File: src/rtl/loader_bridge_if.sv
// Bundle between data_io, the loader bridge and the SDRAM/CMOS write ports.
// slave is the bridge's view; master is the driving side (data_io, sdram mux).
interface loader_bridge_if;
  logic        ioctl_download;
  logic [7:0]  ioctl_index;
  logic        ioctl_wr;
  logic [24:0] ioctl_addr;
  logic [7:0]  ioctl_dout;
  logic        mem_sync;
  logic        loader_we;
  logic [24:0] loader_addr;
  logic [7:0]  loader_data;
  logic        cmos_we;
  logic [6:0]  cmos_addr;
  logic [7:0]  cmos_data;
  logic        busy;
  logic        overflow;

  modport slave (
    input  ioctl_download, ioctl_index, ioctl_wr, ioctl_addr, ioctl_dout, mem_sync,
    output loader_we, loader_addr, loader_data, cmos_we, cmos_addr, cmos_data,
           busy, overflow
  );

  modport master (
    output ioctl_download, ioctl_index, ioctl_wr, ioctl_addr, ioctl_dout, mem_sync,
    input  loader_we, loader_addr, loader_data, cmos_we, cmos_addr, cmos_data,
           busy, overflow
  );
endinterface

File: src/rtl/loader_bridge.sv
// Stages ioctl download bytes into a small FIFO and issues one SDRAM write per
// mem_sync slot; CMOS images (index 8'hff) go straight to the CMOS write port.
module loader_bridge #(
  parameter int          FIFO_DEPTH = 4,
  parameter logic [24:0] ROM_BASE   = 25'h080000,
  parameter logic [24:0] SWR_BASE   = 25'h068000
) (
  input logic             clk_sys,
  input logic             reset_n,
  loader_bridge_if.slave  bus
);

  localparam int PW = (FIFO_DEPTH > 1) ? $clog2(FIFO_DEPTH) : 1;
  localparam int CW = PW + 1;

  logic [32:0]   fifo_mem [FIFO_DEPTH];
  logic [PW-1:0] wr_ptr;
  logic [PW-1:0] rd_ptr;
  logic [CW-1:0] count;
  logic          download_q;

  logic          accept;
  logic          is_cmos;
  logic          push_req;
  logic          push_ok;
  logic          pop;
  logic          full;
  logic [24:0]   push_addr;

  assign accept    = bus.ioctl_wr & bus.ioctl_download;
  assign is_cmos   = (bus.ioctl_index == 8'hff);
  assign push_req  = accept & ~is_cmos;
  assign full      = (count == CW'(FIFO_DEPTH));
  // Pop decision uses the pre-push count, so a byte landing in an empty FIFO
  // on the mem_sync cycle waits for the next slot.
  assign pop       = bus.mem_sync & (count != '0);
  assign push_ok   = push_req & (~full | pop);
  assign push_addr = bus.ioctl_addr + ((bus.ioctl_index == 8'h00) ? ROM_BASE : SWR_BASE);

  assign bus.busy  = bus.ioctl_download | (count != '0) | bus.loader_we;

  always_ff @(posedge clk_sys) begin
    if (push_ok) begin
      fifo_mem[wr_ptr] <= {push_addr, bus.ioctl_dout};
    end
  end

  always_ff @(posedge clk_sys) begin
    if (!reset_n) begin
      wr_ptr     <= '0;
      rd_ptr     <= '0;
      count      <= '0;
      download_q <= 1'b0;
      bus.overflow <= 1'b0;
    end else begin
      download_q <= bus.ioctl_download;
      if (push_ok) begin
        wr_ptr <= wr_ptr + PW'(1);
      end
      if (pop) begin
        rd_ptr <= rd_ptr + PW'(1);
      end
      case ({push_ok, pop})
        2'b10:   count <= count + CW'(1);
        2'b01:   count <= count - CW'(1);
        default: count <= count;
      endcase
      // A drop on the very cycle a new download starts still latches.
      if (push_req & ~push_ok) begin
        bus.overflow <= 1'b1;
      end else if (bus.ioctl_download & ~download_q) begin
        bus.overflow <= 1'b0;
      end
    end
  end

  always_ff @(posedge clk_sys) begin
    if (!reset_n) begin
      bus.loader_we   <= 1'b0;
      bus.loader_addr <= '0;
      bus.loader_data <= '0;
    end else if (bus.mem_sync) begin
      bus.loader_we <= pop;
      if (pop) begin
        {bus.loader_addr, bus.loader_data} <= fifo_mem[rd_ptr];
      end
    end
  end

  always_ff @(posedge clk_sys) begin
    if (!reset_n) begin
      bus.cmos_we   <= 1'b0;
      bus.cmos_addr <= '0;
      bus.cmos_data <= '0;
    end else begin
      bus.cmos_we <= accept & is_cmos;
      if (accept & is_cmos) begin
        bus.cmos_addr <= bus.ioctl_addr[6:0];
        bus.cmos_data <= bus.ioctl_dout;
      end
    end
  end

endmodule

File: src/flat_wrapper.sv
// flat-port wrapper written by rule: the top's interface ports become plain ports
module loader_bridge_flat 
#(
  parameter int          FIFO_DEPTH = 4,
  parameter logic [24:0] ROM_BASE   = 25'h080000,
  parameter logic [24:0] SWR_BASE   = 25'h068000
)
  (clk_sys, reset_n, bus_ioctl_download, bus_ioctl_index, bus_ioctl_wr, bus_ioctl_addr, bus_ioctl_dout, bus_mem_sync, bus_loader_we, bus_loader_addr, bus_loader_data, bus_cmos_we, bus_cmos_addr, bus_cmos_data, bus_busy, bus_overflow);
  loader_bridge_if bus_i ();
  input logic clk_sys;
  input logic reset_n;
  input wire logic [$bits(bus_i.ioctl_download)-1:0] bus_ioctl_download;
  input wire logic [$bits(bus_i.ioctl_index)-1:0] bus_ioctl_index;
  input wire logic [$bits(bus_i.ioctl_wr)-1:0] bus_ioctl_wr;
  input wire logic [$bits(bus_i.ioctl_addr)-1:0] bus_ioctl_addr;
  input wire logic [$bits(bus_i.ioctl_dout)-1:0] bus_ioctl_dout;
  input wire logic [$bits(bus_i.mem_sync)-1:0] bus_mem_sync;
  output wire logic [$bits(bus_i.loader_we)-1:0] bus_loader_we;
  output wire logic [$bits(bus_i.loader_addr)-1:0] bus_loader_addr;
  output wire logic [$bits(bus_i.loader_data)-1:0] bus_loader_data;
  output wire logic [$bits(bus_i.cmos_we)-1:0] bus_cmos_we;
  output wire logic [$bits(bus_i.cmos_addr)-1:0] bus_cmos_addr;
  output wire logic [$bits(bus_i.cmos_data)-1:0] bus_cmos_data;
  output wire logic [$bits(bus_i.busy)-1:0] bus_busy;
  output wire logic [$bits(bus_i.overflow)-1:0] bus_overflow;
  assign bus_i.ioctl_download = bus_ioctl_download;
  assign bus_i.ioctl_index = bus_ioctl_index;
  assign bus_i.ioctl_wr = bus_ioctl_wr;
  assign bus_i.ioctl_addr = bus_ioctl_addr;
  assign bus_i.ioctl_dout = bus_ioctl_dout;
  assign bus_i.mem_sync = bus_mem_sync;
  assign bus_loader_we = bus_i.loader_we;
  assign bus_loader_addr = bus_i.loader_addr;
  assign bus_loader_data = bus_i.loader_data;
  assign bus_cmos_we = bus_i.cmos_we;
  assign bus_cmos_addr = bus_i.cmos_addr;
  assign bus_cmos_data = bus_i.cmos_data;
  assign bus_busy = bus_i.busy;
  assign bus_overflow = bus_i.overflow;
  loader_bridge #(.FIFO_DEPTH(FIFO_DEPTH), .ROM_BASE(ROM_BASE), .SWR_BASE(SWR_BASE)) u_core (.clk_sys(clk_sys), .reset_n(reset_n), .bus(bus_i));
endmodule
File: config.mk
export PLATFORM = sky130hd
export DESIGN_NAME = loader_bridge_flat
export DESIGN_NICKNAME = d
export VERILOG_FILES = /design/src/rtl/loader_bridge_if.sv /design/src/rtl/loader_bridge.sv /design/src/flat_wrapper.sv
export SDC_FILE = /design/constraint.sdc
export NUM_CORES = 1
export LEC_CHECK = 0
export ABC_AREA = 1
export BUFFER_PORTS_ARGS = -buffer_cell sky130_fd_sc_hd__buf_2
export CAP_MARGIN = 5
export CORE_ASPECT_RATIO = 0.75
export CORE_UTILIZATION = 60
export CTS_BUF_LIST = sky130_fd_sc_hd__clkbuf_4
export CTS_CLUSTER_DIAMETER = 150
export DETAILED_ROUTE_END_ITERATION = 6
export GPL_ROUTABILITY_DRIVEN = 0
export PLACE_DENSITY = 0.84
export SLEW_MARGIN = 0
export SYNTH_ARGS = -nofsm -noshare
export SYNTH_HDL_FRONTEND = slang
export SYNTH_SLANG_ARGS = --single-unit
File: constraint.sdc
create_clock -name clk_sys -period 7.95 [get_ports clk_sys]
set_input_delay 1.1925 -clock clk_sys [delete_from_list [all_inputs] [get_ports clk_sys]]
set_output_delay 1.1925 -clock clk_sys [all_outputs]
set_load 0.01 [all_outputs]
==> results.md, run 1 <==
Cells and area:
- The net count reported at finish is approximately 880.
- Fill cells in the final layout number 926.
- The synthesis-to-layout area growth is 10.27%.
- The register cell area after layout is about 5000 um2.
- The multi-input combinational cells in the finished layout cover a total of 2281 um2.
- Of the cells placed in the final design, the portion with a size suffix greater than 1 is 0.1775.

Clock network:
- At the later pin of the worst-skew pair, clock insertion delay measures 0.57 ns.
- The clock transition at the register clock pins on the worst setup and hold paths after CTS is 0.13 ns.
- TritonCTS created 17 clock buffers.
- The count of H-tree levels built during CTS is 4.
- Buffers inserted to repair hold after CTS numbered 0.
- The TritonCTS clock tree is done.
- The clock net sink count is 191.
- After clock tree synthesis, the setup repair step added 0 buffers.
- Once the clock tree was built, the resizer swapped 0 gates to a different size.
- In this run the clock root is driven by a sky130_fd_sc_hd__clkbuf_4.
- The clock passes through at most 2 buffers.

Setup path:
- The beginning of the critical path is bus_ioctl_index[5].
- STA puts the critical path data required time at 8.44 ns.
- The category of the critical setup timing path is in2reg.
- The startpoint of the most critical register-to-register path is u_core.count[0].
- The startpoint type of the worst setup path is an input port.
- Data arrives at the worst endpoint at 3.32 ns.
- The critical path capture point type is a flop.
- Setup slack on the worst reg-to-reg path comes out at 5.59 ns.
- Along the worst path, the maximum fanout reaches 17.
- The worst register-to-register path ends at u_core.count[2].
- Measured in cells, the most critical reg-to-reg path has a length of 12.

Power:
- IR analysis of the VDD net gives a maximum drop of between 150 and 200 uV.
- For this design the ratio of total power to cell area is 271.0 nW/um2.
- The static leakage is 3.383 nW.

Timing:
- The total count of max-transition violations in the final report is 0.
- The post-layout minimum cycle time is between 2 and 3 ns.
- Setup violations remaining at the end of the flow were counted as 0.
- Setup repair after global routing left no endpoint under its margin.
- Across all hold checks on the routed design, the worst slack comes to 0.4686 ns.
- The final worst-path cycle share is 0.3554.
- The final hold violation count is 0.
- The timing-limited maximum frequency is 353.9 MHz.
- The sum of negative setup slack is 0 ns.
- The worst slew margin relative to its limit is 0.2683.
- The clock skew after layout is 0.02026 ns.
- The worst-margin pin slew is 1.093 ns.

Global routing:
- The maximum number of pins on one net before global-route repair is 69.
- The number of global-route vias before repair is 5375.
- Global routing finished with a remaining overflow of 0.
- For this run, the total global-route usage over all layers was measured as 0.2571.
- The number of antenna violations at the first check in global routing is 1.
- The first-pass GRT wire length is ~26 mm.

Synth:
- The post-synthesis instance area is 7771 um2.
- The register area share after synthesis is 0.6621.
- By area the synthesized netlist is led by sky130_fd_sc_hd__edfxtp_1, sky130_fd_sc_hd__dfxtp_1, sky130_fd_sc_hd__nor2_1.
- The unique cell type count in the Yosys netlist is 32.
- Of the post-synthesis cell area, the dominant cell type holds 0.5101.
- For this run, the number of Yosys warnings is 0.
- In this run, synthesis produced a sequential element count of 191.
- The cell taking the most area after synthesis is sky130_fd_sc_hd__edfxtp_1.
- The post-synth net total is 798.
- A synthesized cell averages 10.49 um2.
- The number of standard cells after synthesis is around 740.

Floorplanning:
- The number of placed I/O pins is slightly below 100.
- The area enclosed by the die boundary is 13420 um2.
- The die is 133.4 um wide.
- The core region is about 12000 um2.
- The die span in y is 100.6 um.
- The site row count is 35.
- The starting utilization of the core area is 0.6248.

Detailed routing:
- The remaining antenna violation count is 0.
- The count of routing violations after the opening detailed-route iteration is approximately 440.
- The first detailed-routing pass ran for 5 iterations.
- In the routed design, unresolved DRC markers number 0.
- In the routed layout, each cell is associated on average with a via count of 5.606.
- The final wirelength is between 15 and 20 mm.
- The via count is between 5000 and 6000.
- Dividing the detail-routed wire length by the instance count gives 16.60 um.

Min path:
- The worst hold path terminates at u_core.bus.cmos_data[0].
- The number of instances on the worst hold path is 2.
- The min-delay analysis places its worst path in the category reg2reg.
- In this run the most critical hold path is launched from u_core.bus.cmos_data[0].

Placement:
- The detailed placement HPWL is 9.851 mm.
- Buffers placed on the I/O ports in this run total 97.

Job:
- The tool flagged a number of max-cap violations equal to 0.

Outcome:
- The run finished with clean final reports.
==> per-stage QoR <==
step,total power [mW],instance area [um2],setup WS (ns),util,std cells
after floorplan,1.622,7771,4.506,-,741
after global placement,1.735,8248,4.753,0.6632,968
after detailed placement,1.763,8248,4.618,0.6632,968
after CTS,2.324,8567,5.170,0.6888,1000
after global routing,2.439,8569,4.993,0.6890,1001
final,2.322,8569,5.124,0.6890,1001
==> synth_stat cells (all sizes together) <==
| library cell | number |
|---|---|
| nor2 | 221 |
| edfxtp | 132 |
| o21ai | 106 |
| nand2 | 83 |
| dfxtp | 59 |
| inv | 29 |
| buf | 28 |
| a21oi | 22 |
| nand4 | 19 |
| clkbuf | 10 |
| ha | 10 |
| nand3 | 10 |
| xor2 | 4 |
| nand3b | 2 |
| clkinv | 1 |
| fa | 1 |
| nor3 | 1 |
| o211ai | 1 |
| or2 | 1 |
| xnor2 | 1 |
==> worst max path at each step <==
stage                                        end  slack (ns)
after global routing             u_core.count[2]        4.99
after floorplan            u_core.fifo_mem[0][0]        4.51
after CTS                               bus_busy        5.17
after detailed placement         u_core.count[2]        4.62
final                            u_core.count[2]        5.12
after global placement    u_core.fifo_mem[0][29]        4.75
==> sequential cells by signal, indices dropped and copies added, names as in the netlist <==
register                cells
u_core.rd_ptr               2
u_core.count                3
u_core.fifo_mem           132
u_core.download_q           1
u_core.bus.cmos_addr        7
u_core.bus.cmos_data        8
u_core.wr_ptr               2
u_core.bus.loader_addr     25
u_core.bus.overflow         1
u_core.bus.cmos_we          1
u_core.bus.loader_data      8
u_core.bus.loader_we        1
==> area by class of cell <==
class                           instances  share of cell area
Multi-Input combinational cell        482              0.2662
Inverter                               30             0.01314
Timing Repair Buffer                   99             0.05840
Clock inverter                         15             0.02234
Antenna cell                            1           0.0002920
Sequential cell                       191              0.6005
Tap cell                              166             0.02424
Clock buffer                           17             0.01489
==> report_power, final <==
group | leakage, nW | internal, mW | switching, mW | total [mW]
clock network | 0.172 | 0.250 | 0.322 | 0.572
logic | 1.53 | 0.174 | 0.383 | 0.558
registers | 1.68 | 1.15 | 0.0405 | 1.19
total | 3.38 | 1.58 | 0.746 | 2.32
==> critical path: stages <==
cell	delay, ns
sky130_fd_sc_hd__buf_2	0.09
sky130_fd_sc_hd__nand2_1	0.09
sky130_fd_sc_hd__nor2_4	0.39
sky130_fd_sc_hd__nand2_2	0.14
sky130_fd_sc_hd__nand3_2	0.25
sky130_fd_sc_hd__ha_1	0.22
sky130_fd_sc_hd__inv_1	0.07
sky130_fd_sc_hd__fa_1	0.39
sky130_fd_sc_hd__inv_1	0.09
sky130_fd_sc_hd__nand2_1	0.06
sky130_fd_sc_hd__nand3_1	0.10
sky130_fd_sc_hd__o21ai_0	0.08
sky130_fd_sc_hd__a21oi_1	0.16
==> logic make-up (layout without fill, tap and decap cells) <==
kind of cell,Yosys count,count (layout),synth area share
simple gates,337,337,0.1805
buf+inv,68,161,0.04830
fa+ha+maj,11,11,0.01868
other cells,0,1,0
xor+xnor,5,5,0.005635
compound gates,129,129,0.08485
flops,191,191,0.6621
==> per-layer routing <==
| metal | wire length, um | global-route usage | vias to the layer above |
|---|---|---|---|
| met5 | 0 | 0 | - |
| met4 | 261 | 0.09091 | 0 |
| met1 | 6935 | 0.3297 | 2728 |
| li1 | - | - | 2661 |
| met3 | 1078 | 0.05178 | 26 |
| met2 | 8342 | 0.4395 | 197 |
==> cell usage in the layout, fill, tap and decap left out, types with 2 or more instances in the layout <==
cell,instances
sky130_fd_sc_hd__buf_4,2
sky130_fd_sc_hd__clkinv_1,5
sky130_fd_sc_hd__nand3b_1,2
sky130_fd_sc_hd__inv_2,6
sky130_fd_sc_hd__edfxtp_1,132
sky130_fd_sc_hd__xor2_1,4
sky130_fd_sc_hd__inv_6,2
sky130_fd_sc_hd__nand3_1,8
sky130_fd_sc_hd__bufinv_16,4
sky130_fd_sc_hd__nand4_1,19
sky130_fd_sc_hd__clkinv_4,2
sky130_fd_sc_hd__nor2_4,7
sky130_fd_sc_hd__inv_1,23
sky130_fd_sc_hd__nor2_1,213
sky130_fd_sc_hd__o21ai_0,70
sky130_fd_sc_hd__clkbuf_4,17
sky130_fd_sc_hd__dfxtp_1,58
sky130_fd_sc_hd__ha_1,10
sky130_fd_sc_hd__clkinv_2,2
sky130_fd_sc_hd__nand2_1,81
sky130_fd_sc_hd__buf_2,97
sky130_fd_sc_hd__a21oi_1,22
sky130_fd_sc_hd__o21ai_1,35
(Power assumes the default switching activity.)
==> inputs of run 2 (changes only) <==
clock period = 2.75 ns   (was 7.95 ns; I/O delays follow)
==> run 2 against run 1 <==
  * Routed wire length decreased by 1.8%
  * Register-to-register slack lost 5.1 ns
  * Worst setup slack worse by 4.6 ns
  * First-iteration DRC count rose by 14%
  * Global-route usage is essentially flat
  * Largest cell class unchanged
  * Critical endpoint unchanged
  * Highest routed layer unchanged
  * Critical path depth shrank 2
  * Non-clock buffer count up 20
==> results.md, run 2 (synthesis gave the netlist of run 1 again) <==
Placement:
- The quantity of I/O buffers inserted on ports came to 97 (unchanged).
- The placed instance area came to 8361 um2 (+1.4%).
- The detailed placement HPWL was 10.21 mm (+3.7%).
- The pre-CTS setup slack is 0.4448 ns (-4.173 ns).
- The cell count after placement is 983 (+1.5%).

Detailed routing:
- The routed via count divided by cell count came to 5.442 (-2.9%).
- The first-pass iteration count of the detailed router was 5 (unchanged).
- The final wirelength was 16.32 mm (-1.8%).
- The via count came to 5556 (-1.0%).
- The routed length per placed instance came to 15.99 um (-3.7%).
- The remaining antenna violation count was 0 (unchanged).
- The number of DRC violations after detailed routing is 0 (unchanged).
- The count of routing violations after the opening detailed-route iteration came to 498 (+14%).

Timing:
- The worst-case setup margin in the final layout is 0.4881 ns (-4.636 ns).
- The worst slew margin relative to its limit is 0.4012 (+0.1329).
- Of the available clock period, the critical path in the final layout requires 0.8225.
- The setup violation total in the final timing report came to 0 (unchanged).
- The total count of max-transition violations in the final report is 0 (unchanged).
- The clock skew after layout was 0.02633 ns (+0.006072 ns).
- For this run, the top clock speed supported by timing is roughly 440 MHz.
- After layout, the minimum clock period comes to roughly 2.3 ns.
- The sum of negative setup slack is 0 ns (unchanged).
- The final hold violation count was 0 (unchanged).
- The smallest hold slack is 0.03463 ns (-0.4340 ns).
- Setup repair after global routing left no endpoint under its margin.
- The worst-margin pin slew came to 0.8969 ns (-0.1965 ns).

Setup path:
- The critical path data arrival time was 2.76 ns (-0.56 ns).
- The largest fanout of any net on the critical path is 7 (-10).
- STA classifies the critical path endpoint as a flop.
- The startpoint type of the worst setup path is a flop.
- The critical path goes through inv_2 > nor2_1 > nand2_1 > nand3_2 > ha_1 > inv_1 > fa_1 > nand2_1 > nand3_1 > o21ai_0 > a21oi_1.
- By startpoint and endpoint, the worst setup path is classified as reg2reg.
- The cell with the most instances on the worst path is sky130_fd_sc_hd__nand2_1.
- The worst stage delay on the critical path is 0.49 ns (+0.10 ns).
- The slowest stage of the critical path belongs to the cell sky130_fd_sc_hd__dfxtp_1.
- The required time reported for the critical path endpoint was 3.25 ns (-5.19 ns).

Clock network:
- The clock transition at the register clock pins on the worst setup and hold paths after CTS is 0.16 ns (+0.03 ns).
- The count of H-tree levels built during CTS is 4 (unchanged).
- The TritonCTS buffer count came to 17 (unchanged).
- The hold buffer count at cts is 5 (+5).
- The number of post-CTS setup repair buffers is 0 (unchanged).
- The cell chosen for the clock root is sky130_fd_sc_hd__clkbuf_4.
- The clock net sink count is 191 (unchanged).
- The TritonCTS clock tree is done.
- The post-cts repair resize count is 0 (unchanged).
- The maximum buffer depth of the clock tree came to 2 (unchanged).
- The clock latency at the later pin of the worst-skew pair came to 0.60 ns (+0.03 ns).

Global routing:
- The number of global-route vias before repair is 5370 (-0.093%).
- The first-pass GRT wire length came to 25.90 mm (-1.5%).
- The all-layer global routing usage was 0.2568 (-0.0002723).
- The number of antenna violations at the first check in global routing was 1 (unchanged).
- The maximum number of pins on one net before global-route repair is 69 (unchanged).
- The overflow left after global routing came to 0 (unchanged).

Floorplanning:
- The site row count is 35 (unchanged).
- The horizontal extent of the die is 133.4 um (unchanged).
- The floorplan core area is 12440 um2 (unchanged).
- The area enclosed by the die boundary is 13420 um2 (unchanged).
- The starting utilization of the core area is 0.6248 (unchanged).
- The number of placed I/O pins is 98 (unchanged).
- The die span in y is 100.6 um (unchanged).

Cells and area:
- The post-route cell area is 8706 um2 (+1.6%).
- The synthesis-to-layout area growth is 12.03%.
- The final design utilization is 0.7000 (+0.01097).
- The largest registers in the layout are u_core.fifo_mem: 132 flops, u_core.bus.loader_addr: 25 flops.
- The library cell used most frequently in the layout, excluding fill and tap cells, is sky130_fd_sc_hd__nor2_1.
- The non-filler instance count after layout is 1021 (+2.0%).
- The library cells used most frequently in the layout, excluding fill and tap cells, are sky130_fd_sc_hd__nor2_1, sky130_fd_sc_hd__edfxtp_1, sky130_fd_sc_hd__buf_2.
- The flip-flop count of the largest register after layout is 132 (unchanged).
- The net count reported at finish is 898 (+2.3%).
- The fraction of final layout cells sized beyond drive strength 1 came to 0.1956 (+0.01809).
- The register with the most flip-flops in the final layout is u_core.fifo_mem.

Outcome:
- The run finished with clean final reports.

Job:
- The number of max-cap violations came to 0 (unchanged).

Min path:
- The path class of the lowest-slack min-delay path is in2reg.

Power:
- The worst IR drop on VDD came to 411.0 uV (+120%).
- The power after layout is 6.608 mW (+180%).
- The total power density per cell area is 759.0 nW/um2 (+180%).
- The static leakage is 3.472 nW (+2.6%).
[run 2: cell count changes in the layout (fill, tap and decap cells not counted), moves of 3 or more]
| cell | delta |
|---|---|
| sky130_fd_sc_hd__buf_4 | +15 |
| sky130_fd_sc_hd__dlygate4sd3_1 | +5 |
| sky130_fd_sc_hd__clkinv_1 | -4 |
| sky130_fd_sc_hd__bufinv_16 | -3 |
| sky130_fd_sc_hd__inv_6 | +3 |
| sky130_fd_sc_hd__inv_8 | +3 |
[run 2: final cells by class]
type | instances | area [um2]
fill | 898 | 3731
inverter | 30 | 112.6
tap | 166 | 207.7
multi-input combinational | 482 | 2281
sequential | 191 | 5146
antenna | 1 | 2.502
timing repair buffer | 119 | 663.1
clock buffer | 17 | 127.6
clock inverter | 15 | 165.2
[run 2: power breakdown]
group          internal [mW]  switching, mW
combinational          0.538           1.08
sequential              3.33          0.122
clock                  0.499           1.04
total                   4.37           2.24
[run 2: critical path: cells and delay by family, from the launching register on]
family                     cells  cell delay (ns)
and+or+nand+nor                5             0.66
buffers and inverters          2             0.15
DFF                            1             0.49
AOI/OAI and AO/OA              2             0.26
adders and majority gates      2             0.60
[run 2: final timing paths]
kind,from,to,slack (ns),depth (start not counted)
setup / recovery,u_core.count[2],u_core.count[2],0.49,11
hold / removal,bus_ioctl_addr[7],u_core.fifo_mem[0][15],0.03,1
setup reg to reg,u_core.count[2],u_core.count[2],0.49,11
hold reg to reg,u_core.bus.cmos_addr[0],u_core.bus.cmos_addr[0],0.47,2
[run 2: metal layers]
layer,track usage,share of wire,vias up
li1,-,-,2703
met1,0.3134,0.42,2642
met2,0.4395,0.50,183
met3,0.05983,0.060,28
met4,0.1171,0.020,0
met5,0,0,-
==> inputs of run 3 (changes only) <==
ABC_AREA = 0   (was 1)
CORE_UTILIZATION = 54   (was 60)
PLACE_DENSITY = 0.8   (was 0.84)
clock period = 1.8 ns   (was 2.75 ns; I/O delays follow)
==> run 3 against run 2 <==
  * The flow now finishes with violations (negative setup slack)
  * Routed wire length is 5.6% lower
  * Register-to-register slack worse by 0.91 ns
  * Synthesized cell count is 37% lower
  * Sequential share of layout area is 2.7 points lower
  * First-iteration DRC count is 46% lower
  * Via count is 18% lower
  * Cell count is 20% lower
  * Global-route usage is 2.6 points lower
  * Synthesized area is 4.5% lower
  * Cell area is 4.8% higher
  * Count of clock-buffer cells in the layout stayed put
  * Worst setup slack worse by 0.91 ns
==> results.md, run 3 <==
Synth:
- The top cell type's share of synthesized area is 0.5339 (+0.02381).
- The synthesized-area fraction occupied by ao, oa, aoi and oai cells is 0.05982 (-0.02502).
- Among all flip-flop cells after synthesis, the most frequent one is sky130_fd_sc_hd__edfxtp_1.
- The mean cell area of the mapped netlist is 15.93 um2 (+52%).
- The register bit total from synthesis is 191 (unchanged).
- The multiplexer share of the synthesized area is 0.1230 (+0.1230).
- After synthesis, the cell types taking the most area are sky130_fd_sc_hd__edfxtp_1, sky130_fd_sc_hd__dfxtp_1, sky130_fd_sc_hd__mux4_2.
- The register area share after synthesis is 0.6930 (+0.03090).
- The post-synth net total is 523 (-34%).
- The number of standard cells after synthesis is 466 (-37%).
- The most used standard cell by instance count after synthesis is sky130_fd_sc_hd__edfxtp_1.
- The post-synthesis instance area is 7425 um2 (-4.5%).
- The proportion of register bits with asynchronous set or reset after synthesis was 0 (unchanged).
- The post-synthesis xor/xnor area fraction is 0.01062 (+0.004982).
- The fraction of the mapped netlist area in adder cells came to 0.01955 (+0.0008718).
- By count the netlist is led by sky130_fd_sc_hd__edfxtp_1, sky130_fd_sc_hd__nand2_1, sky130_fd_sc_hd__dfxtp_1, sky130_fd_sc_hd__mux4_2, sky130_fd_sc_hd__o2bb2ai_1.
- The unique cell type count in the Yosys netlist is 43 (+34%).
- The count of synthesis-stage warnings from yosys came to 0 (unchanged).
- The number of synthesized flops with an enable pin is 132 (unchanged).
- The combinational family with the most area after synthesis is multiplexers.
- The share of synthesized cell area in and, or, nand and nor gates is 0.07044 (-0.1100).
- The cell taking the most area after synthesis is sky130_fd_sc_hd__edfxtp_1.

Cells and area:
- The count of fill cells added during filler insertion is 888 (-1.1%).
- The number of diodes added for antenna fixing is 0 (-1).
- The fraction of final layout cells sized beyond drive strength 1 was 0.3729 (+0.1773).
- The synthesis-to-layout area growth is 22.87%.
- The register with the most flip-flops is u_core.fifo_mem.
- The register cell area after layout is 5149 um2 (about the same).
- The flip-flop count of the largest register after layout was 132 (unchanged).
- The largest registers in the layout are u_core.fifo_mem: 132 flops, u_core.bus.loader_addr: 25 flops.
- The area used by multi-input combinational logic came to 2238 um2 (-1.9%).
- Leaving out fill and tap cells, the most frequent cell in the layout is sky130_fd_sc_hd__edfxtp_1.
- In the layout the commonest cells are sky130_fd_sc_hd__edfxtp_1, sky130_fd_sc_hd__buf_2, sky130_fd_sc_hd__nand2_1.
- The net count reported at finish is 685 (-24%).

Clock network:
- The count of H-tree levels built during CTS was 4 (unchanged).
- The clock latency at the later pin of the worst-skew pair is 0.57 ns (-0.03 ns).
- The cell chosen for the clock root is sky130_fd_sc_hd__clkbuf_4.
- The TritonCTS clock tree is done.
- The maximum buffer depth of the clock tree came to 2 (unchanged).
- The TritonCTS buffer count is 17 (unchanged).
- The clock transition at the register clock pins on the worst setup and hold paths after CTS came to 0.16 ns (about the same).
- The clock net sink count was 191 (unchanged).

Floorplanning:
- The site row count is 36 (+2.9%).
- The area enclosed by the die boundary was 14230 um2 (+6.0%).
- The floorplan core area is 13200 um2 (+6.1%).
- The number of placed I/O pins is 98 (unchanged).
- The die span in y came to 103.6 um (+3.0%).
- The horizontal extent of the die is 137.4 um (+3.0%).
- The starting utilization of the core area is 0.5626 (-0.06228).

Timing:
- The timing-limited maximum frequency is 449.2 MHz (+1.6%).
- The post-layout minimum cycle time came to 2.226 ns (-0.03566 ns).
- The worst slew margin relative to its limit was 0.6895 (+0.2883).
- The clock skew after layout is 0.02804 ns (+0.001712 ns).
- The setup violation total in the final timing report is 8 (+8).
- The worst-margin pin slew is 0.4658 ns (-0.4311 ns).
- The final hold violation count is 0 (unchanged).
- The worst-case setup margin in the final layout came to -0.4262 ns (-0.9143 ns).
- The smallest hold slack is 0.04531 ns (+0.01068 ns).
- The total count of max-transition violations in the final report was 0 (unchanged).
- Setup repair after global routing could not meet its margin everywhere.
- The final worst-path cycle share was 1.237 (+0.4143).

Setup path:
- The required time reported for the critical path endpoint is 2.32 ns (-0.93 ns).
- Walking the worst path, the cells encountered are or4b_4 > o211a_4 > inv_2 > ha_4 > inv_2 > fa_2 > xor2_1 > or3_1 > a21oi_2.
- The worst-path cell with the longest stage delay is sky130_fd_sc_hd__or4b_4.
- The worst stage delay on the critical path was 0.50 ns (about the same).
- The largest fanout of any net on the critical path is 2 (-5).
- The critical path data arrival time is 2.75 ns (about the same).
- STA classifies the critical path endpoint as a flop.
- The critical path is of the reg2reg type.
- The worst setup path is launched from a flop.
- Among the stages of the critical path, the cell type that occurs most often is sky130_fd_sc_hd__inv_2.

Min path:
- The path class of the lowest-slack min-delay path is in2reg.

Placement:
- The detailed placement HPWL is 9.653 mm (-5.5%).
- The quantity of I/O buffers inserted on ports is 97 (unchanged).

Global routing:
- The first-pass GRT wire length came to 24.10 mm (-7.0%).
- The number of antenna violations at the first check in global routing came to 0 (-1).
- The overflow left after global routing is 0 (unchanged).
- The all-layer global routing usage was 0.2307 (-0.02610).
- The number of global-route vias before repair is 4662 (-13%).
- The maximum number of pins on one net before global-route repair is 68 (-1.4%).

Detailed routing:
- The routed via count divided by cell count is 5.643 (+3.7%).
- The first-pass iteration count of the detailed router is 5 (unchanged).
- The routed length per placed instance is 18.98 um (+19%).
- The count of routing violations after the opening detailed-route iteration was 269 (-46%).
- The via count is 4582 (-18%).
- The remaining antenna violation count is 0 (unchanged).
- The final wirelength is 15.41 mm (-5.6%).
- The number of DRC violations after detailed routing is 0 (unchanged).

Power:
- The worst IR drop on VDD was 686.2 uV (+67%).
- The power after layout is 9.698 mW (+47%).
- The static leakage is 3.287 nW (-5.3%).
- The total power density per cell area is 1063 nW/um2 (+40%).

Outcome:
- The final reports fail on negative setup slack.
- The flow ran to the end, but the final reports show violations.

Job:
- The number of max-cap violations came to 0 (unchanged).
==> run 3: cell count changes after synthesis, moves of 7 or more <==
cell and delta:
sky130_fd_sc_hd__inv_1 -13, sky130_fd_sc_hd__a21oi_1 -15, sky130_fd_sc_hd__nand4_1 -18, sky130_fd_sc_hd__buf_4 -7
sky130_fd_sc_hd__mux4_2 +33, sky130_fd_sc_hd__o21ai_0 -64, sky130_fd_sc_hd__nand2_1 -7, sky130_fd_sc_hd__o2bb2ai_1 +33
sky130_fd_sc_hd__mux2i_1 +17, sky130_fd_sc_hd__o21ai_1 -35, sky130_fd_sc_hd__nor2_1 -206
==> run 3: metal layers <==
layer	GRT usage	wire [um]
met2	0.3672	7448
met5	0	0
met1	0.3121	6765
met3	0.05237	890
met4	0.08085	303
==> run 3: worst max-delay path: cells and delay by family, from the launching register on <==
| kind | cells | cell delay [ns] |
|---|---|---|
| AO/OA/AOI/OAI | 2 | 0.27 |
| XOR/XNOR | 1 | 0.15 |
| adder cells (fa/ha/maj) | 2 | 0.48 |
| buffers and inverters | 2 | 0.10 |
| flip-flops | 1 | 0.36 |
| AND/OR/NAND/NOR | 2 | 0.82 |
==> run 3: what timing repair did <==
action | 4_1_cts | 5_1_grt
resized for setup | 7 | 5
gates cloned | 1 | 0
pin swaps | 1 | 1
endpoints found under the setup margin | 135 | 56
hold buffers | 24 | 0
buffers inserted | 1 | 1
endpoints found under the hold margin | 108 | 0
==> run 3: kinds of logic (layout without fill, tap and decap cells) <==
logic type,Yosys count,count (layout)
compound gates,57,57
xor+xnor,9,9
flops,191,191
mux,50,50
simple gates,113,113
fa+ha+maj,11,11
buf+inv,35,210
==> run 3: report_power, final <==
group / internal, mW / switching [mW]
combinational: 1.18 / 1.20
sequential: 5.03 / 0.170
clock: 0.595 / 1.52
total: 6.80 / 2.89
==> run 3: metrics by stage <==
stage / setup TNS, ns / instances / area (um2) / setup slack (ns) / utilization
floorplan: -1.241 / 466 / 7528 / -0.3827 / -
global placement: -18.11 / 754 / 8547 / -0.4344 / 0.6476
detailed placement: -21.40 / 754 / 8547 / -0.4902 / 0.6476
CTS: -1.286 / 811 / 9092 / -0.4348 / 0.6889
global route: -1.238 / 812 / 9123 / -0.5240 / 0.6912
finish: -0.9947 / 812 / 9123 / -0.4262 / 0.6912
==> run 3: final cells by class <==
cell class	instances	area share
flip-flops and latches	191	0.5644
well taps	171	0.02345
multi-input cells	240	0.2454
repair buffers	167	0.1341
clock buffers	17	0.01399
inverters	11	0.004526
clock inverters	15	0.01413
==> run 3: worst paths after layout <==
path	to	start	slack (ns)	cells past startpoint
max	u_core.count[2]	u_core.count[1]	-0.43	9
min	u_core.download_q	bus_ioctl_download	0.05	4
max reg2reg	u_core.count[2]	u_core.count[1]	-0.43	9
min reg2reg	u_core.bus.cmos_data[3]	u_core.bus.cmos_data[3]	0.47	2
